`src/rtl/pll_reconfig_pkg.sv`:
```
// -----------------------------------------------------------------------------
// pll_reconfig_pkg
// Shared definitions for the PLL reconfiguration controller: MD-port opcodes,
// the sequencer state encoding, sequence timing constants and a width helper.
// -----------------------------------------------------------------------------
package pll_reconfig_pkg;

    // MD port opcodes
    localparam logic [1:0] MD_NOP      = 2'b00;
    localparam logic [1:0] MD_WRITE    = 2'b01;
    localparam logic [1:0] MD_READ     = 2'b10;
    localparam logic [1:0] MD_SET_ADDR = 2'b11;

    // Consecutive high samples of the raw lock needed to call the PLL locked
    localparam int LOCK_QUAL_CYCLES  = 16;
    // Number of cycles the PLL reset is held before the register writes begin
    localparam int RST_ASSERT_CYCLES = 4;

    typedef enum logic [3:0] {
        IDLE       = 4'd0,
        RST_ASSERT = 4'd1,
        SET_ADDR   = 4'd2,
        WRITE      = 4'd3,
        READ       = 4'd4,
        CMP        = 4'd5,
        RELEASE    = 4'd6,
        WAIT_LOCK  = 4'd7,
        DONE       = 4'd8,
        FAIL       = 4'd9
    } state_e;

    // Bit width able to index n items, never less than one bit
    function automatic int clog2_min1(input int n);
        return (n > 1) ? $clog2(n) : 1;
    endfunction

endpackage

```
`src/rtl/pll_profile_ram.sv`:
```
// -----------------------------------------------------------------------------
// pll_profile_ram
// One-write / one-read synchronous byte table holding the PLL register
// profiles. Read data appears one cycle after the read address is presented.
// The table has no reset so its contents survive a controller reset.
//   clk_i    : clock
//   we_i     : write strobe
//   waddr_i  : write address
//   wdata_i  : write byte
//   raddr_i  : read address
//   rdata_o  : registered read byte
// -----------------------------------------------------------------------------
module pll_profile_ram #(
    parameter int AW = 5
) (
    input  logic          clk_i,
    input  logic          we_i,
    input  logic [AW-1:0] waddr_i,
    input  logic [7:0]    wdata_i,
    input  logic [AW-1:0] raddr_i,
    output logic [7:0]    rdata_o
);

    localparam int DEPTH = 1 << AW;

    logic [7:0] mem_q [DEPTH];
    logic [7:0] rdata_q;

    // Table write port and registered read port
    always_ff @(posedge clk_i) begin
        if (we_i) begin
            mem_q[waddr_i] <= wdata_i;
        end
        rdata_q <= mem_q[raddr_i];
    end

    assign rdata_o = rdata_q;

endmodule

```
`src/rtl/pll_reconfig.sv`:
```
// -----------------------------------------------------------------------------
// pll_reconfig
// Writes a stored register profile into a PLL over its MD port, optionally
// reading every byte back, then releases the PLL reset and qualifies lock.
// A lock timeout rewrites the profile up to MAX_RETRIES times before failing.
// After reset the DEFAULT_PROFILE is applied automatically.
//   mdclk, reset               : clock, synchronous active-high reset
//   profile_sel, reconfig_req  : profile to apply, single-cycle request
//   busy, done, error          : status (done is a pulse, error is sticky)
//   cfg_we/profile/addr/data   : profile table write port (idle only)
//   pll_lock_i, pll_rst_o      : raw PLL lock, PLL reset
//   lock_o                     : qualified lock
//   md_opc, md_ainc, md_wdi    : MD opcode, auto-increment, write data
//   md_rdo                     : MD read data
// -----------------------------------------------------------------------------
module pll_reconfig
    import pll_reconfig_pkg::*;
#(
    parameter  int NUM_PROFILES     = 4,
    parameter  int REGS_PER_PROFILE = 8,
    parameter  int DEFAULT_PROFILE  = 0,
    parameter  int LOCK_TIMEOUT     = 65535,
    parameter  int MAX_RETRIES      = 3,
    parameter  int VERIFY           = 1,
    localparam int PW = clog2_min1(NUM_PROFILES),
    localparam int BW = clog2_min1(REGS_PER_PROFILE)
) (
    input  logic          mdclk,
    input  logic          reset,
    input  logic [PW-1:0] profile_sel,
    input  logic          reconfig_req,
    output logic          busy,
    output logic          done,
    output logic          error,
    input  logic          cfg_we,
    input  logic [PW-1:0] cfg_profile,
    input  logic [BW-1:0] cfg_addr,
    input  logic [7:0]    cfg_data,
    input  logic          pll_lock_i,
    output logic          pll_rst_o,
    output logic          lock_o,
    output logic [1:0]    md_opc,
    output logic          md_ainc,
    output logic [7:0]    md_wdi,
    input  logic [7:0]    md_rdo
);

    localparam int TW = clog2_min1(LOCK_TIMEOUT);
    localparam int RW = clog2_min1(MAX_RETRIES + 1);

    state_e        state_q;
    logic [1:0]    cnt_q;       // sub-phase inside a state
    logic [BW-1:0] byte_q;      // byte of the profile being written
    logic [PW-1:0] profile_q;   // profile latched at request acceptance
    logic [RW-1:0] retry_q;
    logic [TW-1:0] timer_q;     // lock-wait cycles this attempt
    logic [4:0]    lockcnt_q;   // consecutive lock-high samples
    logic          pll_rst_q;
    logic [1:0]    md_opc_q;
    logic          md_ainc_q;
    logic [7:0]    md_wdi_q;    // also the expected value for read-back
    logic          busy_q;
    logic          done_q;
    logic          error_q;
    logic          lock_en_q;   // idle with no error: lock passes through

    logic [7:0]    ram_rdata_s;
    logic          last_byte_s;

    // The table only accepts writes while no sequence is running
    pll_profile_ram #(
        .AW (PW + BW)
    ) u_ram (
        .clk_i   (mdclk),
        .we_i    (cfg_we & ~busy_q),
        .waddr_i ({cfg_profile, cfg_addr}),
        .wdata_i (cfg_data),
        .raddr_i ({profile_q, byte_q}),
        .rdata_o (ram_rdata_s)
    );

    assign last_byte_s = (byte_q == BW'(REGS_PER_PROFILE - 1));

    // Reconfiguration sequencer with registered outputs
    always_ff @(posedge mdclk) begin
        if (reset) begin
            state_q   <= RST_ASSERT;
            cnt_q     <= 2'd0;
            byte_q    <= '0;
            profile_q <= PW'(DEFAULT_PROFILE);
            retry_q   <= '0;
            timer_q   <= '0;
            lockcnt_q <= 5'd0;
            pll_rst_q <= 1'b1;
            md_opc_q  <= MD_NOP;
            md_ainc_q <= 1'b0;
            md_wdi_q  <= 8'h00;
            busy_q    <= 1'b1;
            done_q    <= 1'b0;
            error_q   <= 1'b0;
            lock_en_q <= 1'b0;
        end else begin
            // Opcodes and done last exactly one cycle unless re-issued below
            md_opc_q  <= MD_NOP;
            md_ainc_q <= 1'b0;
            done_q    <= 1'b0;
            case (state_q)
                IDLE: begin
                    if (reconfig_req) begin
                        state_q   <= RST_ASSERT;
                        cnt_q     <= 2'd0;
                        profile_q <= profile_sel;
                        retry_q   <= '0;
                        pll_rst_q <= 1'b1;
                        busy_q    <= 1'b1;
                        error_q   <= 1'b0;
                        lock_en_q <= 1'b0;
                    end
                end
                RST_ASSERT: begin
                    if (cnt_q == 2'(RST_ASSERT_CYCLES - 1)) begin
                        state_q  <= SET_ADDR;
                        md_opc_q <= MD_SET_ADDR;
                        md_wdi_q <= 8'h00;
                        byte_q   <= '0;
                        cnt_q    <= 2'd0;
                    end else begin
                        cnt_q <= cnt_q + 2'd1;
                    end
                end
                SET_ADDR: begin
                    state_q <= WRITE;
                    cnt_q   <= 2'd2;
                end
                // Phases: 0 WRITE on the bus, 1 NOP gap, 2 table address
                // settles, 3 table data valid and next WRITE issued
                WRITE: begin
                    case (cnt_q)
                        2'd0: cnt_q <= 2'd1;
                        2'd1: begin
                            if (VERIFY != 0) begin
                                state_q  <= READ;
                                md_opc_q <= MD_READ;
                                cnt_q    <= 2'd0;
                            end else if (last_byte_s) begin
                                state_q   <= RELEASE;
                                pll_rst_q <= 1'b0;
                            end else begin
                                byte_q <= byte_q + BW'(1);
                                cnt_q  <= 2'd2;
                            end
                        end
                        2'd2: cnt_q <= 2'd3;
                        2'd3: begin
                            md_opc_q  <= MD_WRITE;
                            md_ainc_q <= 1'b1;
                            md_wdi_q  <= ram_rdata_s;
                            cnt_q     <= 2'd0;
                        end
                        default: cnt_q <= 2'd0;
                    endcase
                end
                // READ is on the bus in phase 0; CMP samples md_rdo two
                // cycles after it
                READ: begin
                    if (cnt_q == 2'd0) begin
                        cnt_q <= 2'd1;
                    end else begin
                        state_q <= CMP;
                        cnt_q   <= 2'd0;
                    end
                end
                CMP: begin
                    if (md_rdo != md_wdi_q) begin
                        state_q <= FAIL;
                        error_q <= 1'b1;
                    end else if (last_byte_s) begin
                        state_q   <= RELEASE;
                        pll_rst_q <= 1'b0;
                    end else begin
                        state_q <= WRITE;
                        byte_q  <= byte_q + BW'(1);
                        cnt_q   <= 2'd2;
                    end
                end
                RELEASE: begin
                    state_q   <= WAIT_LOCK;
                    timer_q   <= '0;
                    lockcnt_q <= 5'd0;
                end
                WAIT_LOCK: begin
                    if (pll_lock_i && (lockcnt_q == 5'(LOCK_QUAL_CYCLES - 1))) begin
                        state_q <= DONE;
                        done_q  <= 1'b1;
                    end else if (timer_q == TW'(LOCK_TIMEOUT - 1)) begin
                        if (retry_q == RW'(MAX_RETRIES)) begin
                            state_q <= FAIL;
                            error_q <= 1'b1;
                        end else begin
                            // Rewrite the whole profile on the next attempt
                            state_q   <= RST_ASSERT;
                            retry_q   <= retry_q + RW'(1);
                            pll_rst_q <= 1'b1;
                            cnt_q     <= 2'd0;
                        end
                    end else begin
                        timer_q   <= timer_q + TW'(1);
                        lockcnt_q <= pll_lock_i ? (lockcnt_q + 5'd1) : 5'd0;
                    end
                end
                DONE: begin
                    state_q   <= IDLE;
                    busy_q    <= 1'b0;
                    lock_en_q <= 1'b1;
                end
                FAIL: begin
                    state_q   <= IDLE;
                    busy_q    <= 1'b0;
                    lock_en_q <= 1'b0;
                end
                default: begin
                    state_q   <= FAIL;
                    error_q   <= 1'b1;
                    busy_q    <= 1'b1;
                    lock_en_q <= 1'b0;
                end
            endcase
        end
    end

    assign busy      = busy_q;
    assign done      = done_q;
    assign error     = error_q;
    assign pll_rst_o = pll_rst_q;
    assign md_opc    = md_opc_q;
    assign md_ainc   = md_ainc_q;
    assign md_wdi    = md_wdi_q;
    // Raw lock passes straight through while idle and error-free
    assign lock_o    = lock_en_q & pll_lock_i;

endmodule

```
`config.mk`:
```
export PLATFORM = sky130hd
export DESIGN_NAME = pll_reconfig
export DESIGN_NICKNAME = d
export VERILOG_FILES = /design/src/rtl/pll_reconfig_pkg.sv /design/src/rtl/pll_profile_ram.sv /design/src/rtl/pll_reconfig.sv
export SDC_FILE = /design/constraint.sdc
export NUM_CORES = 1
export LEC_CHECK = 0
export CORE_MARGIN = 2
export CORE_UTILIZATION = 52
export DETAILED_ROUTE_END_ITERATION = 12
export MAX_ROUTING_LAYER = met4
export PLACE_DENSITY = 0.71
export REMOVE_ABC_BUFFERS = 1
export SYNTH_ARGS = -nofsm -noshare
export SYNTH_HDL_FRONTEND = slang
export SYNTH_SLANG_ARGS = --single-unit
```
`constraint.sdc`:
```
create_clock -name mdclk -period 2.35 [get_ports mdclk]
set_clock_uncertainty 0.05 [all_clocks]
set_input_delay 0.5875 -clock mdclk [delete_from_list [all_inputs] [get_ports mdclk]]
set_output_delay 0.5875 -clock mdclk [all_outputs]
set_load 0.005 [all_outputs]
```
Word-level counts from Yosys, hierarchy flattened
Memories as Yosys holds them, arrays and structs flattened. A register that Yosys moved wholly into a read port is not among the register bits.
Cells that the tools add are included.

cells by class
  bitwise logic cells = 7
  $add $sub $neg = 5
  equal/unequal tests = 32
  muxes and demuxes = 60
  reduce and logical (&&, ||, !) cells = 25

operator list
  kind                     count
  $pmux W4 S9              1
  $mux W16                 2
  $mux W4                  8
  $pmux W16 S2             1
  $ne A2 B2 Y1 const B     14
  $mux W2                  11
  $add A16 B1 Y16 const B  1
  $eq A16 B16 Y1 const B   1
  $eq A4 B3 Y1 const B     4
  $mux W1                  16
  $mux W8                  2
  $pmux W8 S2              1
  $mux W5                  3
  $pmux W2 S7              1
  $reduce_and A7 Y1        2
  $reduce_or A7 Y1         2
  $mux W3                  4
  $pmux W2 S2              3
  $pmux W5 S2              1
  $reduce_and A5 Y1        2
  $pmux W1 S3              3
  $eq A4 B2 Y1 const B     2
  $eq A4 B4 Y1 const B     2
  $ne A8 B8 Y1             1
  other kinds (25)         41

word-level totals
  memories = 1
  bits in writable memories = 256
  bits of input ports = 28
  bits in registers = 50
  logic and storage cells = 145
  output and inout port bits = 16

memory list
  name         words  width  rd ports  clocked after Yosys merged registers in  wr ports  RTL line               text
  u_ram.mem_q  32     8      1         1                                        1         pll_profile_ram.sv:26  logic [7:0] mem_q [DEPTH];

Depth between registers and ports, before layout
  word-level depth = 5
  gate-level depth with buffers = 9
  gate-level depth less buffers = 8

Modules after synthesis
A second synthesis with hierarchy kept.

unflattened totals
  cell total of the unflattened synthesis = 753
  area total of the unflattened synthesis = 12884.9 µm²

modules (own cells, without submodules)
  module           instances  cells each  seq. area each (µm²)  area an instance (µm²)
  pll_profile_ram  1          417         7847.5                10053.4
  pll_reconfig     1          336         1001.0                2831.5

Least setup slack after synthesis
No wires, ideal clock.

  kind = register to register
  from = reg lockcnt_q[0]
  to = reg timer_q[14]
  buffers on the path = 0
  cell stages (with the launch flop) = 9
  required time = 2.229 ns
  setup slack = 0.126 ns
  setup time = 0.071 ns
  arrival = 2.104 ns
  period minus slack after synthesis = 2.224 ns
  cell sequence = dfxtp_1 ha_1 and3_1 ha_1 nand2_1 nand2_4 or4_4 or3_1 a21oi_1

on the way
  word-level cells in the longest chain between the ends = 4

RTL lines
  element                             RTL line             text
  start: declaration                  pll_reconfig.sv:57   logic [4:0] lockcnt_q;
  start signal: assignment            pll_reconfig.sv:208  lockcnt_q <= pll_lock_i ? (lockcnt_q + 5'd1) : 5'd0;
  $eq A5 B4 Y1                        pll_reconfig.sv:192  if (pll_lock_i && (lockcnt_q == 5'(LOCK_QUAL_CYCLES - 1))) begin
  $logic_and A1 B1 Y1                 pll_reconfig.sv:192
  $ne A2 B2 Y1 (no source line)       n/a
  $reduce_and A3 Y1 (no source line)  n/a
  end signal: assignment              pll_reconfig.sv:207  timer_q <= timer_q + TW'(1);
  end: declaration                    pll_reconfig.sv:56   logic [TW-1:0] timer_q;

No other way between the ends.
A chain may end at the register's enable or synchronous reset.

Worst setup path after layout
  from = reg busy_q, in the netlist busy
  to = out busy

RTL lines
  element                   RTL line             text
  start: declaration        pll_reconfig.sv:62   logic busy_q;
  start signal: assignment  pll_reconfig.sv:98   busy_q <= 1'b1;
  start signal: assignment  pll_reconfig.sv:115  busy_q <= 1'b1;
  start signal: assignment  pll_reconfig.sv:213  busy_q <= 1'b0;
  end: declaration          pll_reconfig.sv:32   output logic busy,

No word-level cell between the ends.

==> impl_metrics.toml <==
[pwr]
power.density_nw_per_um2 = 803
ir_drop_mv = 0.725
power_frac_comb_pct = 8.2
p_sw_share_pct = 22.2
intPower_mw = 9.56
power_frac_seq_pct = 50.0
p_sw_mw = 2.72
fin_total_pwr_mw = 12.3
clkPwrFrac_pct = 41.8
leakagePower_nw = 4.98

[die]
chipHeight_um = 161
initial_core_util_pct = 52.7
die_area_um2 = 25900
fp-row-count = 57
io_pins = 44
die_w_um = 161
core_um2 = 24200

[job]
drv_cap = 0

[status]
status = "finished clean"

[finish]
final_area_um2 = 15300
antenna_cells = 0
layout.nets = 948
area_delta_synth_final_pct = 19.6
instances_no_fill = 1256
drive_gt1_share_pct = 23.1

[critical_path]
reg2regPathDepth = 8
end_kind = "output port"
critPathKind = "register to output port"
critPathRequiredTime_ns = 1.71
path_max_fanout = 4
r2r_slack_ns = 0.11
startpoint_type = "register"
cp_slowest_stage_delay_ns = 0.58
crit_chain = "clkdlybuf4s50_1"
critPathBufInv = 1
critical_path.top_delay_family = "buffers and inverters"
r2r-start = "lockcnt_q[0]"
cp_slowest_cell = "clkdlybuf4s50_1"
r2r_end = "timer_q[14]"
cp_data_arrival_time_ns = 1.65

[placed_design]
place_congestion = 0.818
dp_cells = 1197
portBuffers = 43
placed_area_um2 = 14200
dp_hpwl_mm = 18.0

[cts]
tritoncts = "done"
numCtsBuffers = 31
clk_pin_slew_ns = 0.06
cts_sinks = 314
clk_latency_ns = 0.55
clock_path_buffers = 3
ctsRootBufferMaster = "clkbuf_16"
htree_levels = 1

[grt]
grt_start_max_net_pins = 50
grt_remaining_overflow = 0
grt_pass1_vias = 7650
grt_pass1_wl_mm = 43.1
grt_util_all_layers_pct = 22.3
antenna_found_initial = 0

[timing]
max_freq_ghz = 0.438
relSlewSlack_pct = 57.7
hold_viol = 0
rsz0062_at_grt = "no"
final-setup-viol-count = 0
finalCritPeriodShare_pct = 97.2
slew_viol_final = 0
layout_min_cycle_time_ns = 2.28
worstMarginPinSlew_ns = 0.635

[yosys]
async_flop_share_pct = 0
ys_warn_count = 0
synth_edf_count = 256
syn_area_um2 = 12800
ys_types = 54
syn-instance-count = 779
syn_avg_cell_area_um2 = 16.4
synth-seq-cells = 314
synth-main-ff-cell = "edfxtp_1"
yosysSeqAreaShare_pct = 69.2

[route]
drtAntennaViolNets = 0
firstDrtPassIters = 5
wl_per_cell_um = 22.3
via_per_inst = 5.94
drt_iter0_markers = 688
wirelength_mm = 28.1
drc = 0
num_vias = 7462

[worst_hold_path]
min_from = "lockcnt_q[4]"
min_path_cells = 2
hold_end = "lockcnt_q[4]"
hp-class = "register to register"
[stage by stage]
| stage | TNS [ns] | util, % | setup slack, ns | hold slack, ns |
|---|---|---|---|---|
| 2_1_floorplan | -24.81 | - | -1.62 | 0.376 |
| 3_3_place_gp | -0.161 | 58.6 | -0.0314 | 0.393 |
| 3_5_place_dp | -1.83 | 58.6 | -0.103 | 0.404 |
| 4_1_cts | 0 | 62.9 | 0.00799 | 0.415 |
| 5_1_grt | 0 | 63.1 | 0.0147 | 0.427 |
| 6_report | 0 | 63.1 | 0.0650 | 0.414 |
[synthesized netlist by cell type (3+ instances only)]
master / count / share of area (%)
buf_4: 3 / 0.18
or3_1: 8 / 0.39
and3_1: 3 / 0.15
a21oi_1: 33 / 1.3
clkbuf_1: 19 / 0.56
nor2b_1: 5 / 0.24
nand4_1: 5 / 0.24
ha_1: 13 / 1.3
or4_1: 5 / 0.29
mux2i_1: 41 / 3.2
or2_2: 3 / 0.15
o21ai_0: 12 / 0.47
nor3_1: 10 / 0.39
nand3b_1: 7 / 0.41
nor2_1: 61 / 1.8
buf_1: 5 / 0.15
nor4_1: 6 / 0.29
dfxtp_1: 58 / 9.1
xor2_1: 9 / 0.62
o31ai_1: 6 / 0.35
nand2_1: 31 / 0.91
nand3_1: 25 / 0.98
nand4b_1: 4 / 0.27
edfxtp_1: 256 / 60
nand2b_1: 9 / 0.44
buf_2: 11 / 0.43
mux4_2: 64 / 11
a31oi_1: 8 / 0.39
inv_1: 11 / 0.32
o31a_1: 3 / 0.21
a22o_1: 8 / 0.55
xnor2_1: 3 / 0.21
a221oi_1: 9 / 0.62
[area by class of cell]
type                            count  area, um^2
Clock buffer                       36         795
Clock inverter                     22         265
Fill cell                        1761        8950
Inverter                           11        41.3
Multi-Input combinational cell    416        3730
Sequential cell                   314        8860
Tap cell                          324         405
Timing Repair Buffer              133        1200
[cells in the final DEF (no fill, tap or decap), types with 4 or more instances in the layout]
cell and instances:
or3_1 8, nor4_1 6, dfxtp_1 54, nand2b_1 9, ha_1 12, a31oi_1 8, nor2_1 61, clkdlybuf4s50_1 42
mux4_2 64, a221oi_1 9, nand3b_1 7, a22o_1 8, nand4_1 5, nand3_1 25, nor2b_1 5, a21oi_1 33
nand2_1 30, xor2_1 9, nor3_1 10, o31ai_1 6, clkbuf_1 5, bufinv_16 6, inv_1 11, buf_4 83
or4_1 5, clkinv_1 9, clkbuf_16 31, mux2i_1 41, buf_12 6, nand4b_1 4, edfxtp_1 256, o21ai_0 12
[layer usage]
layer | track usage [%] | wire (um)
met2 | 37.9 | 14300
met1 | 28.5 | 11600
met5 | - | 0
met3 | 3.15 | 1500
met4 | 6.33 | 674
[how the worst max path moves through the flow]
| stage | cells past startpoint | from | endpoint | slack, ns |
|---|---|---|---|---|
| 3_5_place_dp | 8 | md_rdo[7] | byte_q[1] | -0.10 |
| 4_1_cts | 8 | lockcnt_q[0] | timer_q[11] | 0.008 |
| 3_3_place_gp | 6 | pll_lock_i | timer_q[12] | -0.03 |
| 2_1_floorplan | 5 | byte_q[0] | state_q[2] | -1.62 |
| 5_1_grt | 8 | lockcnt_q[0] | timer_q[14] | 0.01 |
| 6_report | 1 | busy | busy | 0.07 |
[cell families after synthesis]
kind of cell	synth area share (%)
XOR/XNOR	0.822
AND/OR/NAND/NOR	7.77
AO/OA/AOI/OAI	4.71
adder cells (fa/ha/maj)	1.27
flip-flops	69.2
multiplexers	14.6
buffers and inverters	1.63
[power by group through the flow]
| stage | Sequential [mW] | Clock, mW | Combinational, mW |
|---|---|---|---|
| after floorplan | 6.32 | 0 | 0.469 |
| after global placement | 6.26 | 0 | 0.968 |
| after detailed placement | 6.26 | 0 | 0.989 |
| after CTS | 6.14 | 5.19 | 1.00 |
| after global routing | 6.15 | 5.40 | 1.10 |
| final | 6.14 | 5.13 | 1.01 |
[flip-flops by register name (all words and copies together) (netlist names), 3 cells and up]
| name | flops |
|---|---|
| u_ram.rdata_o | 8 |
| timer_q | 16 |
| state_q | 4 |
| lockcnt_q | 5 |
| md_wdi | 8 |
| u_ram.mem_q | 256 |
| byte_q | 3 |
[what timing repair did]
| item | 4_1_cts | 5_1_grt |
|---|---|---|
| setup endpoints to repair | 1 | 8 |
| resized for setup | 1 | 4 |
| buffers inserted | 0 | 1 |
| hold buffers | 0 | 0 |
Power figures use the tool's default switching activity.
